--- src/rtl/glove_tracker_pkg.sv ---
// Shared widths and FSM encoding for the glove tracker and its centroid divider.
package glove_tracker_pkg;
  localparam int SUM_W  = 30;
  localparam int CNT_W  = 20;
  localparam int Q_W    = 10;
  localparam int STEP_W = 5;

  typedef enum logic [2:0] {
    S_IDLE = 3'd0,
    S_DX1  = 3'd1,
    S_DY1  = 3'd2,
    S_DX2  = 3'd3,
    S_DY2  = 3'd4,
    S_UPD  = 3'd5
  } state_e;
endpackage

--- src/rtl/glove_tracker_seq_divider.sv ---
// Restoring divider, SUM_W-bit dividend by CNT_W-bit divisor, one quotient bit per cycle.
module glove_tracker_seq_divider
  import glove_tracker_pkg::*;
(
  input  logic             clock,
  input  logic             reset,
  input  logic             start_i,
  input  logic [SUM_W-1:0] dividend_i,
  input  logic [CNT_W-1:0] divisor_i,
  output logic             busy_o,
  output logic             done_o,
  output logic [Q_W-1:0]   quotient_o
);
  logic [SUM_W-1:0]  quo_q, quo_d;
  logic [CNT_W-1:0]  rem_q, rem_d;
  logic [STEP_W-1:0] step_q, step_d;
  logic              busy_q, busy_d, done_q, done_d;
  logic [CNT_W:0]    shifted, trial;

  always_comb begin
    quo_d   = quo_q;
    rem_d   = rem_q;
    step_d  = step_q;
    busy_d  = busy_q;
    done_d  = 1'b0;
    shifted = {rem_q, quo_q[SUM_W-1]};
    // borrow out of bit CNT_W means the partial remainder is below the divisor
    trial   = shifted - {1'b0, divisor_i};
    if (start_i && !busy_q) begin
      quo_d  = dividend_i;
      rem_d  = '0;
      step_d = STEP_W'(SUM_W);
      busy_d = 1'b1;
    end else if (busy_q) begin
      if (trial[CNT_W]) begin
        rem_d = shifted[CNT_W-1:0];
        quo_d = {quo_q[SUM_W-2:0], 1'b0};
      end else begin
        rem_d = trial[CNT_W-1:0];
        quo_d = {quo_q[SUM_W-2:0], 1'b1};
      end
      step_d = step_q - STEP_W'(1);
      if (step_q == STEP_W'(1)) begin
        busy_d = 1'b0;
        done_d = 1'b1;
      end
    end
  end

  always_ff @(posedge clock or posedge reset) begin
    if (reset) begin
      quo_q  <= '0;
      rem_q  <= '0;
      step_q <= '0;
      busy_q <= 1'b0;
      done_q <= 1'b0;
    end else begin
      quo_q  <= quo_d;
      rem_q  <= rem_d;
      step_q <= step_d;
      busy_q <= busy_d;
      done_q <= done_d;
    end
  end

  assign busy_o     = busy_q;
  assign done_o     = done_q;
  assign quotient_o = quo_q[Q_W-1:0];
endmodule

--- src/rtl/glove_tracker.sv ---
// Per-frame glove centroid, presence and open/closed tracker fed by per-pixel colour matches.
// state  | meaning
// IDLE   | accumulating, waiting for vsync falling edge
// DX1/DY1| glove-1 centroid x / y divide (skipped when absent)
// DX2/DY2| glove-2 centroid x / y divide (skipped when absent)
// UPD    | publish all outputs together
module glove_tracker
  import glove_tracker_pkg::*;
#(
  parameter int H_ACTIVE   = 1024,
  parameter int V_ACTIVE   = 768,
  parameter int MIN_PIX    = 64,
  parameter int CLOSED_PIX = 1500
) (
  input  logic               clock,
  input  logic               reset,
  input  logic [10:0]        hcount,
  input  logic [9:0]         vcount,
  input  logic               vsync,
  input  logic               pix_valid,
  input  logic               match1,
  input  logic               match2,
  output logic signed [10:0] rel_glove1x,
  output logic signed [9:0]  rel_glove1y,
  output logic signed [10:0] rel_glove2x,
  output logic signed [9:0]  rel_glove2y,
  output logic               glove1closed,
  output logic               glove2closed,
  output logic               present1,
  output logic               present2,
  output logic               pos_valid,
  output logic               frame_drop
);
  state_e           state_q, state_d;
  logic             vsync_q, frame_end, in_active;
  logic [1:0]       hit, present_snap;
  logic [SUM_W-1:0] sumx_q [2], sumx_d [2], sumy_q [2], sumy_d [2], snx_q [2], sny_q [2];
  logic [CNT_W-1:0] cnt_q [2], cnt_d [2], snc_q [2];
  logic [Q_W-1:0]   quo_q [4];
  logic [10:0]      relx_q [2];
  logic [9:0]       rely_q [2];
  logic [1:0]       closed_q, present_q;
  logic             pos_valid_q, frame_drop_q;
  logic             sel_glove, sel_y, sel_present;
  logic             div_start, div_busy, div_done;
  logic [Q_W-1:0]   div_quot;

  assign frame_end = vsync_q && !vsync;
  assign in_active = pix_valid && (hcount < 11'(H_ACTIVE)) && (vcount < 10'(V_ACTIVE));
  assign hit       = {match2, match1} & {2{in_active}};

  // A frame-end cycle restarts the sums but still counts its own matches
  always_comb begin
    for (int g = 0; g < 2; g++) begin
      sumx_d[g] = (frame_end ? '0 : sumx_q[g]) + (hit[g] ? SUM_W'(hcount) : '0);
      sumy_d[g] = (frame_end ? '0 : sumy_q[g]) + (hit[g] ? SUM_W'(vcount) : '0);
      cnt_d[g]  = (frame_end ? '0 : cnt_q[g]) + CNT_W'(hit[g]);
      present_snap[g] = snc_q[g] >= CNT_W'(MIN_PIX);
    end
  end

  assign sel_glove   = (state_q == S_DX2) || (state_q == S_DY2);
  assign sel_y       = (state_q == S_DY1) || (state_q == S_DY2);
  assign sel_present = present_snap[sel_glove];

  always_comb begin
    state_d   = state_q;
    div_start = 1'b0;
    case (state_q)
      S_IDLE: if (frame_end) state_d = S_DX1;
      S_DX1, S_DY1, S_DX2, S_DY2: begin
        if (!sel_present || div_done) state_d = state_e'(state_q + 3'd1);
        else if (!div_busy)           div_start = 1'b1;
      end
      S_UPD:   state_d = S_IDLE;
      default: state_d = S_IDLE;
    endcase
  end

  always_ff @(posedge clock or posedge reset) begin
    if (reset) state_q <= S_IDLE;
    else       state_q <= state_d;
  end

  glove_tracker_seq_divider u_div (
    .clock      (clock),
    .reset      (reset),
    .start_i    (div_start),
    .dividend_i (sel_y ? sny_q[sel_glove] : snx_q[sel_glove]),
    .divisor_i  (snc_q[sel_glove]),
    .busy_o     (div_busy),
    .done_o     (div_done),
    .quotient_o (div_quot)
  );

  always_ff @(posedge clock or posedge reset) begin
    if (reset) begin
      vsync_q      <= 1'b1;
      pos_valid_q  <= 1'b0;
      frame_drop_q <= 1'b0;
      closed_q     <= '0;
      present_q    <= '0;
      for (int g = 0; g < 2; g++) begin
        sumx_q[g] <= '0; sumy_q[g] <= '0; cnt_q[g] <= '0;
        snx_q[g]  <= '0; sny_q[g]  <= '0; snc_q[g] <= '0;
        relx_q[g] <= '0; rely_q[g] <= '0;
      end
      for (int i = 0; i < 4; i++) quo_q[i] <= '0;
    end else begin
      vsync_q      <= vsync;
      pos_valid_q  <= (state_q == S_UPD);
      frame_drop_q <= frame_end && (state_q != S_IDLE);
      for (int g = 0; g < 2; g++) begin
        sumx_q[g] <= sumx_d[g];
        sumy_q[g] <= sumy_d[g];
        cnt_q[g]  <= cnt_d[g];
        if (frame_end && state_q == S_IDLE) begin
          snx_q[g] <= sumx_q[g];
          sny_q[g] <= sumy_q[g];
          snc_q[g] <= cnt_q[g];
        end
        if (state_q == S_UPD) begin
          present_q[g] <= present_snap[g];
          if (present_snap[g]) begin
            relx_q[g]   <= {1'b0, quo_q[2*g]} - 11'(H_ACTIVE/2);
            rely_q[g]   <= quo_q[2*g+1] - 10'(V_ACTIVE/2);
            closed_q[g] <= snc_q[g] < CNT_W'(CLOSED_PIX);
          end
        end
      end
      if (div_done) quo_q[{sel_glove, sel_y}] <= div_quot;
    end
  end

  assign rel_glove1x  = relx_q[0];
  assign rel_glove1y  = rely_q[0];
  assign rel_glove2x  = relx_q[1];
  assign rel_glove2y  = rely_q[1];
  assign glove1closed = closed_q[0];
  assign glove2closed = closed_q[1];
  assign present1     = present_q[0];
  assign present2     = present_q[1];
  assign pos_valid    = pos_valid_q;
  assign frame_drop   = frame_drop_q;
endmodule

--- config.mk ---
export PLATFORM = sky130hd
export DESIGN_NAME = glove_tracker
export DESIGN_NICKNAME = d
export VERILOG_FILES = /design/src/rtl/glove_tracker_pkg.sv /design/src/rtl/glove_tracker_seq_divider.sv /design/src/rtl/glove_tracker.sv
export SDC_FILE = /design/constraint.sdc
export NUM_CORES = 1
export LEC_CHECK = 0
export ABC_AREA = 1
export CORE_AREA = 2 2 227 229
export DETAILED_ROUTE_END_ITERATION = 10
export DIE_AREA = 0 0 229 231
export PLACE_DENSITY = 0.66
export SLEW_MARGIN = 10
export SYNTH_ARGS = -nofsm -noshare
export SYNTH_HDL_FRONTEND = slang
export SYNTH_SLANG_ARGS = --single-unit
--- constraint.sdc ---
create_clock -name clock -period 17.5 [get_ports clock]
set_clock_uncertainty 0.1 [all_clocks]
set_input_delay 3.5 -clock clock [delete_from_list [all_inputs] [get_ports clock]]
set_output_delay 3.5 -clock clock [all_outputs]
set_load 0.02 [all_outputs]
### Yosys cells after proc, flatten, opt, wreduce, memory -nomap -nowiden

Index checks and enable logic that the tools add are counted.

| storage, ports and cells | value |
|---|---|
| register bits after elaboration | 469 |
| bits of input ports | 27 |
| logic and storage cells | 131 |

| operators by class | value |
|---|---|
| add/sub/neg operators | 13 |
| order comparisons | 10 |
| eq/ne operators | 8 |
| multiplexer cells | 45 |
| bitwise operators | 3 |
| reductions and logical operators | 20 |

Operators with widths:

| operator | number |
|---|---|
| 30-bit 2-to-1 mux | 13 |
| 20-bit 2-to-1 mux | 8 |
| 30-bit by 10-bit adder with 30-bit output | 2 |
| 30-bit by 11-bit adder with 30-bit output | 2 |
| 20-bit by 1-bit adder with 20-bit output | 2 |
| 40-bit bitwise mux | 1 |
| 20-bit by 7-bit greater-or-equal comparator with 1-bit output (second input constant) | 2 |
| 20-bit by 11-bit < comparator with 1-bit output (second input constant) | 2 |
| 10-bit 2-to-1 mux | 3 |
| 11-bit 2-to-1 mux | 2 |
| 10-bit by 10-bit subtractor with 11-bit output (second input constant) | 2 |
| 21-bit by 20-bit subtractor with 21-bit output | 1 |
| 10-bit demux with 2-bit select | 1 |
| 10-bit by 9-bit subtractor with 10-bit output (second input constant) | 2 |
| 1-bit 2-to-1 mux | 12 |
| 11-bit < comparator (second input constant) | 1 |
| 10-bit < comparator (second input constant) | 1 |
| 5-bit 2-to-1 mux | 2 |
| 1-bit logical AND | 7 |
| 3-bit by 2-bit == test with 1-bit output (second input constant) | 2 |
| 3-bit == test (second input constant) | 2 |
| 3-bit 2-to-1 mux | 2 |
| 3-bit case mux with 2 select lines | 1 |
| 2-bit AND reduction | 3 |
| other kinds (18) | 23 |

### Longest topological paths before layout

| depth | value |
|---|---|
| depth in word-level cells | 10 |
| depth in mapped cells | 24 |

### Cells and area by module

A second synthesis with hierarchy kept.

| unflattened totals | value |
|---|---|
| cells, all modules | 3579 |
| area total of the unflattened synthesis | 26421.6 um^2 |

Modules (own cells, without submodules):

| module | instances | cells each | area each (um^2) | sequential area each (um^2) |
|---|---|---|---|---|
| glove_tracker | 1 | 2976 | 22317.7 | 10261.1 |
| glove_tracker_seq_divider | 1 | 603 | 4103.9 | 1426.4 |

### Worst setup path before layout

OpenSTA, ideal clock, no wires.

| timing path | value |
|---|---|
| path kind | input to register |
| start | in vsync |
| end | reg sumy_q[48] (netlist name) |
| data arrival time | 6.006 ns |
| required time | 17.279 ns |
| path slack | 11.273 ns |
| cell stages on the path | 20 |
| path buffers | 5 |
| cells stage by stage | nor2_4 -> buf_6 -> buf_6 -> buf_2 -> buf_2 -> buf_2 -> nor2_1 -> ha_1 -> inv_1 -> fa_1 -> o21ai_0 -> nand2_1 -> nand2_1 -> nand2_1 -> nand2_1 -> nand2_1 -> nand2_1 -> nand2_1 -> o21bai_1 -> nand2_1 |

RTL lines:

| what | line | RTL |
|---|---|---|
| from (decl) | glove_tracker.sv:19 | `input logic vsync,` |
| to (signal, indexed assignment) | glove_tracker.sv:115 | `sumy_q[g] <= sumy_d[g];` |
| to (decl) | glove_tracker.sv:37 | `logic [SUM_W-1:0] sumx_q [2], sumx_d [2], sumy_q [2], sumy_d [2], snx_q [2], sny_q [2];` |

### Worst setup path in the final report

| timing path | value |
|---|---|
| start | in vsync |
| end | reg sny_q[16] (netlist name) |

| on the way | value |
|---|---|
| longest elaborated chain between the ends | 3 |

RTL lines:

| what | line | RTL |
|---|---|---|
| 1-bit logical NOT | glove_tracker.sv:48 | `assign frame_end = vsync_q && !vsync;` |
| 1-bit logical AND | glove_tracker.sv:48 |  |
| 1-bit logical AND | glove_tracker.sv:117 | `if (frame_end && state_q == S_IDLE) begin` |
| to (signal, indexed assignment) | glove_tracker.sv:119 | `sny_q[g] <= sumy_q[g];` |
| to (decl) | glove_tracker.sv:37 |  |

No other way between the ends.
A chain may end at the register's enable or synchronous reset.

==> reports/results.ini <==
[worst_setup_path]
crit_arrival_ps = 6940
crit_type = input pin to flop
crit_chain = clkdlybuf4s50_1, nor2_4, buf_12, nand2_8, buf_4, buf_4, mux2_2
endpoint_kind = flop
critPathBufInv = 4
r2r_cells = 23
crit_path_max_incr_delay_ps = 830
cp-startpoint = vsync
slowest_stage = buf_4
rrSetupSlack_ps = 12630
crit_end = sny_q[16]
worst_ep_required_time_ps = 17890
reg2reg_to = u_div.rem_q[7]
crit_top_cell = buf_4
worst_setup_path_start_kind = input pin
crit_family = buffers and inverters
crit_cells = 7
crit_fanout = 116
reg2reg_from = state_q[0]

[global_routing]
grt_max_degree = 125
grt_use_total_pct = 24.9
grt_remaining_overflow = 0
antenna_found_initial = 0
grt_pass1_wl_mm = 106
grt_pass1_vias = 19800

[cts]
cts_buffers = 50
clkTransAtPathRegs_ps = 60
cts_tree = yes
ctsResizeCount = 0
htreeDepth = 2
hold_buffers = 0
clk_latency_ps = 620
cts-root-buf = clkbuf_16
cts_num_sinks = 467
clk_path_buf_depth = 3
cts_setup_buffers = 0

[layout]
final_cell_mix = nand2_1, dfrtp_1, inv_1
area_delta_synth_final_pct = 11.5
drive_above_1_share_pct = 7.24
stdcell_count = 3841
final_common_cell = nand2_1
antenna-diode-count = 0
design_area_sq_um = 27800
finish.net_count = 3234

[sta]
final_hold_viol_count = 0
finalSetupViolCount = 0
finalMaxSlewViolations = 0
min_period_over_period_pct = 37.4
fmax_mhz = 153
min_period_ps = 6550
maxSlewHeadroom_pct = 31.2
rsz0062_at_grt = false
worst_pin_slew_ps = 1030
finalSetupTns_ps = 0

[logic_synthesis]
synth_area_sq_um = 24900
yosysTopAreaCell = dfrtp_1
netlist_top_cells_area = dfrtp_1, nand2_1, inv_1
synth_cell_type_count = 56
synth_top_area_share_pct = 46.8
ys_seq_area_share_pct = 46.9
synth_edf_count = 0
ys.warnings.count = 0
synth_flop_cell = dfrtp_1
async_flop_share_pct = 100
netlist_instances = 3092
syn_area_per_cell_sq_um = 8.06
yosys_register_bits = 467

[placed_design]
place.gp.congestion = 0.918
place_area_sq_um = 26100
dp_cells = 3754
port_buffers = 74
dp_hpwl_mm = 47.5

[job]
cap_violations = 0

[floorplanning]
core-area_sq_um = 50700
start_util_pct = 49.2
num_rows = 83
io-pin-count = 75
dieArea_sq_um = 52900
die_y_um = 231
die_x_um = 229

[power]
p_seq_share_pct = 35.2
pwr-share-comb_pct = 38.3
power_mw = 4.12
power_density_nw_per_um2 = 148
ir_drop_mv = 0.0981
netSwitchingFraction_pct = 40.1
p_sw_mw = 1.65
power.share.clock_pct = 26.6
leakage_nw = 13.4
intPower_mw = 2.47

[detailed_routing]
routed.top_layer = met4
post-route-drc-count = 0
m1WireLength_mm = 29.9
dr_wl_met2_mm = 30.9
wire_per_inst_um = 17.0
viasPerCell = 5.24
antenna_left = 0
dr_total_vias = 20100
met3WireLength_mm = 2.67
routed_wirelength_mm = 65.2
drt_iter0_drc = 1472
first_pass_iters = 6

[hold_path]
hold_path.class = flop to flop

[outcome]
status = complete, no violations

## power groups by stage
| stage | clock (mW) | sequential (mW) | combinational, mW |
|---|---|---|---|
| 2_1_floorplan | 0 | 1.44 | 1.13 |
| 3_3_place_gp | 0 | 1.46 | 1.55 |
| 3_5_place_dp | 0 | 1.47 | 1.57 |
| 4_1_cts | 1.12 | 1.45 | 1.58 |
| 5_1_grt | 1.16 | 1.47 | 1.78 |
| 6_report | 1.10 | 1.45 | 1.58 |
## Yosys cell counts, drive strengths merged, types with 11 or more instances
cell type	count
nor2	379
nand3	139
mux2	20
o21ai	307
o211ai	12
nand3b	12
nor4	11
dfrtp	466
nand2	810
xor2	93
xnor2	54
ha	76
buf	56
clkbuf	54
o22ai	20
nor3	30
inv	386
a21oi	75
nand4	37
## per-layer routing
layer | vias to the layer above | track usage [%]
met4 | 0 | 7.35
met5 | - | 0
met3 | 97 | 3.13
met2 | 439 | 41.5
li1 | 9875 | -
met1 | 9722 | 34.1
## sequential cells by signal (all words and copies together), names as in the netlist, 2 cells and up
signal / cells
rel_glove2y: 10
rel_glove2x: 10
rel_glove1x: 10
cnt_q: 40
present_q: 2
snc_q: 40
sny_q: 60
sumy_q: 60
u_div.step_q: 5
state_q: 3
quo_q: 40
u_div.rem_q: 20
u_div.quo_q: 30
rel_glove1y: 10
sumx_q: 60
closed_q: 2
snx_q: 60
## how the worst min path moves through the flow
stage | start | end | cells past startpoint
final | quo_q[19] | rel_glove2x[9] | 1
after CTS | rel_glove2y[5] | rel_glove2y[5] | 2
after global routing | quo_q[19] | rel_glove2x[9] | 1
after global placement | quo_q[39] | rel_glove1x[9] | 1
after detailed placement | rel_glove2y[5] | rel_glove2y[5] | 2
after floorplan | quo_q[39] | rel_glove1x[9] | 1
## metrics by stage
step                hold slack (ps)  util [%]  setup slack [ps]
floorplan                       340         -               878
global placement                359      51.5             10380
detailed placement              358      51.5             10310
CTS                             373      54.8             10950
global route                    394      54.8             10680
finish                          372      54.8             10950
## cell type report
type	count	area [sq um]
flip-flops and latches	467	11700
clock buffers	71	1440
clock inverters	16	251
inverters	387	1460
repair buffers	91	881
well taps	680	851
multi-input cells	2129	11200
fillers	4820	22900
## kinds of logic (layout without fill, tap and decap cells)
| kind of cell | count (synthesis) | after routing | synth area share [%] |
|---|---|---|---|
| simple gates | 1428 | 1428 | 24.8 |
| buf+inv | 497 | 565 | 8.15 |
| flops | 467 | 467 | 46.9 |
| compound gates | 446 | 446 | 9.66 |
| xor+xnor | 147 | 147 | 5.17 |
| fa+ha+maj | 81 | 81 | 4.22 |
| mux | 25 | 25 | 1.11 |
| other cells | 1 | 2 | 0.0151 |
Note: power is estimated with default switching activity, not from simulation.
